### config.mk
export PLATFORM = sky130hd
export DESIGN_NAME = calc_dsp_selftest_flat
export DESIGN_NICKNAME = d
export VERILOG_FILES = /design/src/rtl/calc_dsp_selftest_if.sv /design/src/rtl/calc_dsp_selftest.sv /design/src/flat_wrapper.sv
export SDC_FILE = /design/constraint.sdc
export NUM_CORES = 1
export LEC_CHECK = 0
export ABC_CLOCK_PERIOD_IN_PS = 8300
export CAP_MARGIN = 0
export CELL_PAD_IN_SITES_DETAIL_PLACEMENT = 1
export CELL_PAD_IN_SITES_GLOBAL_PLACEMENT = 2
export CORE_MARGIN = 2
export CORE_UTILIZATION = 43
export CTS_BUF_LIST = sky130_fd_sc_hd__clkbuf_4
export DETAILED_ROUTE_END_ITERATION = 8
export GPL_ROUTABILITY_DRIVEN = 0
export PLACE_DENSITY_LB_ADDON = 0.05
export SYNTH_ARGS = -nofsm -noshare
export SYNTH_HDL_FRONTEND = slang
export SYNTH_SLANG_ARGS = --single-unit
### constraint.sdc
create_clock -name clk -period 8.3 [get_ports clk]
set_clock_uncertainty 0.05 [all_clocks]
set_input_delay 1.66 -clock clk [delete_from_list [all_inputs] [get_ports clk]]
set_output_delay 1.66 -clock clk [all_outputs]
set_load 0.05 [all_outputs]
### src/rtl/calc_dsp_selftest_if.sv
// rtl/calc_dsp_selftest_if.sv - status bundle of the MAC self-test block
interface calc_dsp_selftest_if;
  logic correct;
  logic done;

  modport master (output correct, output done);
  modport slave  (input  correct, input  done);
endinterface

### src/rtl/calc_dsp_selftest.sv
// rtl/calc_dsp_selftest.sv - repeating sum-of-products MAC self-test
// Computes sum i*(i+1) for i < N_ITER through a 3-stage MAC pipeline and checks it.
module calc_dsp_selftest #(
  parameter int unsigned      N_ITER   = 1000,
  parameter int unsigned      ACC_W    = 32,
  parameter logic [ACC_W-1:0] EXPECTED = ACC_W'(333333000)
) (
  input  logic                 clk,
  input  logic                 rst_n,
  calc_dsp_selftest_if.master  status
);

  typedef enum logic [1:0] {
    S_CLEAR,
    S_RUN,
    S_DRAIN,
    S_CHECK
  } state_t;

  localparam logic [15:0] LAST_I = 16'(N_ITER - 1);

  state_t             r_state;
  state_t             w_next;
  logic               w_issue;
  logic               w_clear;
  logic               w_check;
  logic               r_drain;
  logic [15:0]        r_i;
  logic [15:0]        r_a;
  logic [15:0]        r_b;
  logic               r_v1;
  logic [31:0]        r_prod;
  logic               r_v2;
  logic [ACC_W-1:0]   r_acc;
  logic [ACC_W-1:0]   w_prod_ext;
  logic               r_correct;
  logic               r_done;

  generate
    if (ACC_W > 32) begin : g_prod_zext
      assign w_prod_ext = {{(ACC_W - 32){1'b0}}, r_prod};
    end else begin : g_prod_trunc
      assign w_prod_ext = r_prod[ACC_W-1:0];
    end
  endgenerate

  always_ff @(posedge clk or negedge rst_n) begin
    if (!rst_n) begin
      r_state <= S_CLEAR;
      r_drain <= 1'b0;
    end else begin
      r_state <= w_next;
      r_drain <= (r_state == S_DRAIN) ? ~r_drain : 1'b0;
    end
  end

  always_comb begin
    w_next  = r_state;
    w_issue = 1'b0;
    w_clear = 1'b0;
    w_check = 1'b0;
    case (r_state)
      S_CLEAR: begin
        w_clear = 1'b1;
        w_next  = S_RUN;
      end
      S_RUN: begin
        w_issue = 1'b1;
        if (r_i == LAST_I) w_next = S_DRAIN;
      end
      // Two drain cycles flush the operand and product stages into acc.
      S_DRAIN: begin
        if (r_drain) w_next = S_CHECK;
      end
      S_CHECK: begin
        w_check = 1'b1;
        w_next  = S_CLEAR;
      end
      default: w_next = S_CLEAR;
    endcase
  end

  always_ff @(posedge clk or negedge rst_n) begin
    if (!rst_n) begin
      r_i    <= '0;
      r_a    <= '0;
      r_b    <= '0;
      r_v1   <= 1'b0;
      r_prod <= '0;
      r_v2   <= 1'b0;
      r_acc  <= '0;
    end else if (w_clear) begin
      r_i   <= '0;
      r_v1  <= 1'b0;
      r_v2  <= 1'b0;
      r_acc <= '0;
    end else begin
      r_v1 <= w_issue;
      if (w_issue) begin
        r_a <= r_i;
        r_b <= r_i + 16'd1;
        r_i <= r_i + 16'd1;
      end
      r_v2 <= r_v1;
      if (r_v1) r_prod <= {16'd0, r_a} * {16'd0, r_b};
      if (r_v2) r_acc <= r_acc + w_prod_ext;
    end
  end

  always_ff @(posedge clk or negedge rst_n) begin
    if (!rst_n) begin
      r_correct <= 1'b0;
      r_done    <= 1'b0;
    end else begin
      r_done <= w_check;
      if (w_check) r_correct <= (r_acc == EXPECTED);
    end
  end

  assign status.correct = r_correct;
  assign status.done    = r_done;

endmodule

### src/flat_wrapper.sv
// flat-port wrapper written by rule: the top's interface ports become plain ports
module calc_dsp_selftest_flat 
#(
  parameter int unsigned      N_ITER   = 1000,
  parameter int unsigned      ACC_W    = 32,
  parameter logic [ACC_W-1:0] EXPECTED = ACC_W'(333333000)
)
  (clk, rst_n, status_correct, status_done);
  calc_dsp_selftest_if status_i ();
  input  logic clk;
  input  logic rst_n;
  output wire logic [$bits(status_i.correct)-1:0] status_correct;
  output wire logic [$bits(status_i.done)-1:0] status_done;
  assign status_correct = status_i.correct;
  assign status_done = status_i.done;
  calc_dsp_selftest #(.N_ITER(N_ITER), .ACC_W(ACC_W), .EXPECTED(EXPECTED)) u_core (.clk(clk), .rst_n(rst_n), .status(status_i));
endmodule
==> impl_metrics.py <==
metrics = {
    "outcome": {
        "status": "finished, final reports clean",
    },
    "die": {
        "fp.dieW_um": 191.2,
        "io_pins": 4,
        "die_area_um2": 36560,
        "die_h_um": 191.2,
        "start_util_pct": 43.62,
        "core.rowCount": 68,
        "core_um2": 34540,
    },
    "synthesis": {
        "yosys-top-cells-count": "252 x inv_1, 215 x nand2_1, 195 x fa_1",
        "synth_top_cell_area_share_pct": 25.91,
        "synth-edff-count": 0,
        "synth_area_um2": 15070,
        "yosysWarnings": 0,
        "synth.largest_area_cell": "fa_1",
        "synth_area_leaders": "fa_1 26%, dfrtp_1 20%, ha_1 12%",
        "synth_seq_cells": 119,
        "synth_ff_type": "dfrtp_1",
        "netlist-cell-type-count": 64,
        "postSynthAreaPerCell_um2": 9.012,
        "ys_async_sr_fraction_pct": 100.0,
        "ys_seq_area_share_pct": 19.76,
        "syn_nets": 2009,
        "synth_most_common_cell": "inv_1",
        "synth_cells": 1672,
    },
    "global_routing": {
        "grt-ovfl-total": 0,
        "grt_use_total_pct": 23.63,
        "grt_max_degree": 66,
        "grt_pass1_vias": 12140,
        "antenna_found_initial": 1,
        "grt_pass1_wl_um": 66170,
    },
    "clock_tree": {
        "cts-resized-gates": 0,
        "htree_levels": 4,
        "cts_sinks": 119,
        "clk_pin_slew_ps": 130,
        "post-cts-setup-buffers": 0,
        "cts-root-buf": "clkbuf_4",
        "clockBufferDepth": 2,
        "cts-hold-fix-buffers": 0,
        "clock_latency_ps": 570,
        "cts-buffers-inserted": 17,
        "cts_tree": "yes",
    },
    "sta": {
        "max_slew_margin_pct": 39.83,
        "setup-violations-final": 0,
        "finalMaxSlewViolations": 0,
        "min_period_ps": 6762,
        "finalHoldViolations": 0,
        "post-route-period-util_pct": 81.47,
        "setup_tns_ps": 0,
        "worst_pin_slew_ps": 902.6,
        "rsz0062_at_grt": "no",
        "hold_ws_ps": 379.8,
        "maxClockFrequency_mhz": 147.9,
    },
    "setup_path": {
        "cp_max_fo": 17,
        "r2r_start": "u_core.r_a[6]",
        "reg2reg_setup_slack_ps": 1540,
        "ff2ff_path_depth": 21,
        "worst_ep_required_time_ps": 8690,
        "cp_common_cell": "fa_1",
        "worst_path_max_delay_cell": "dfrtp_1",
        "cp-startpoint": "u_core.r_a[6]",
        "max_stage_delay_ps": 950,
        "cp-endpoint": "u_core.r_prod[30]",
        "start_kind": "register",
        "path_cells": "nand2_1 -> fa_1 -> inv_1 -> fa_1 -> inv_1 -> fa_1 -> inv_1 -> fa_1 -> fa_1 -> inv_1 -> fa_1 -> inv_1 -> ha_1 -> nand4_1 -> or3_1 -> a21oi_1 -> o21ai_1 -> a31oi_1 -> a31oi_1 -> xor2_1 -> o21ai_1",
        "endpoint_kind": "register",
        "worstReg2RegEnd": "u_core.r_prod[30]",
        "cp.arrival_ps": 7150,
        "crit_type": "register to register",
    },
    "routing": {
        "wire_per_inst_um": 19.39,
        "via_per_inst": 5.311,
        "vias": 11163,
        "drt-initial-drc-count": 393,
        "ant_nets": 0,
        "routed_wl_um": 40770,
        "drc": 0,
        "dr.pass1.iters": 4,
    },
    "layout": {
        "fill_cells": 4092,
        "fin_nets": 1967,
        "register_area_um2": 2978,
        "drive_above_1_share_pct": 4.443,
        "syn2layout_area_growth_pct": 4.135,
        "multi_input_area_um2": 10830,
        "fin_cells": 2102,
    },
    "placement": {
        "dp.cells": 2066,
        "io_buffers": 3,
        "dp_hpwl_um": 31570,
    },
    "pwr": {
        "peakVddDrop_mv": 0.07356,
        "pwr_density_cell_nw_per_um2": 65.42,
        "p_leak_nw": 8.114,
    },
    "flow_run": {
        "max-cap-violations": 0,
    },
    "worst_hold_path": {
        "hold_path.class": "register to register",
    },
}
worst min-delay path by stage:
stage	from	endpoint	slack, ps	cells past startpoint
6_report	u_core.r_drain	u_core.r_drain	380	1
5_1_grt	u_core.r_drain	u_core.r_drain	400	1
4_1_cts	u_core.r_drain	u_core.r_drain	380	1
3_5_place_dp	u_core.r_drain	u_core.r_drain	360	1
3_3_place_gp	u_core.r_drain	u_core.r_drain	350	1
2_1_floorplan	u_core.r_drain	u_core.r_drain	340	1
metal layers:
layer / share of wire [%] / wire length, um / track usage, % / vias to the layer above
met1: 47 / 19040 / 31.92 / 5778
met3: 2.0 / 825 / 2.460 / 33
met5: 0 / 0 / 0 / -
li1: - / - / - / 5272
met4: 1.3 / 544 / 4.941 / 0
met2: 50 / 20350 / 41.11 / 80
report_power, final:
part	internal (mW)	total, mW	switching (mW)
clock	0.183	0.434	0.251
sequential	0.580	0.580	0
combinational	0.000905	0.0128	0.0119
total	0.763	1.03	0.263
stage by stage:
| stage | cell area, um^2 | power [mW] | utilization [%] | setup slack, ps |
|---|---|---|---|---|
| 2_1_floorplan | 15070 | 0.5909 | - | 2524 |
| 6_report | 15690 | 1.027 | 45.43 | 1538 |
| 4_1_cts | 15680 | 1.045 | 45.40 | 1539 |
| 3_5_place_dp | 15410 | 0.6049 | 44.60 | 1566 |
| 3_3_place_gp | 15410 | 0.6045 | 44.60 | 1624 |
| 5_1_grt | 15690 | 1.068 | 45.41 | 1193 |
state kept, by name, indices dropped and copies added (netlist names):
name                   count
u_core.r_a                16
u_core.r_acc              32
u_core.r_b                16
u_core.r_drain             1
u_core.r_i                16
u_core.r_prod             32
u_core.r_state             2
u_core.r_v1                1
u_core.r_v2                1
u_core.status.correct      1
u_core.status.done         1
critical path, delay by kind of cell, from the launching register on:
kind,cells,cell delay [ps]
adders and majority gates,7,3350
and+or+nand+nor,3,830
xor gates and xnor gates,1,160
buffers and inverters,5,280
DFF,1,950
AOI/OAI and AO/OA,5,980
logic make-up after synthesis:
| logic type | share of synthesized area (%) |
|---|---|
| adder cells (fa/ha/maj) | 37.53 |
| AO/OA/AOI/OAI | 9.815 |
| flip-flops | 19.76 |
| buffers and inverters | 8.387 |
| XOR/XNOR | 4.418 |
| AND/OR/NAND/NOR | 17.42 |
| multiplexers | 2.665 |
cell usage in the layout, fill, tap and decap left out, drive strengths merged, types with 8 or more instances in the layout:
| cell | n |
|---|---|
| o21ai | 65 |
| inv | 253 |
| fa | 195 |
| nand4 | 24 |
| a21oi | 78 |
| xor2 | 43 |
| ha | 140 |
| nor3 | 12 |
| a21o | 28 |
| and3 | 12 |
| a211oi | 10 |
| nor2 | 92 |
| o21bai | 11 |
| xnor2 | 33 |
| mux2i | 21 |
| mux2 | 17 |
| nor2b | 9 |
| a31oi | 11 |
| nand2 | 215 |
| clkbuf | 19 |
| dfrtp | 119 |
| buf | 8 |
| nand3 | 18 |
| or3 | 10 |
| and2 | 121 |
cell type report:
type | instances | share of cell area [%]
antenna | 4 | 0.06379
clock buffer | 19 | 0.9090
clock inverter | 13 | 0.8373
inverter | 252 | 6.028
multi-input combinational | 1230 | 69.05
sequential | 119 | 18.98
tap | 455 | 3.628
timing repair buffer | 10 | 0.5103
Note: power is estimated with default switching activity, not from simulation.
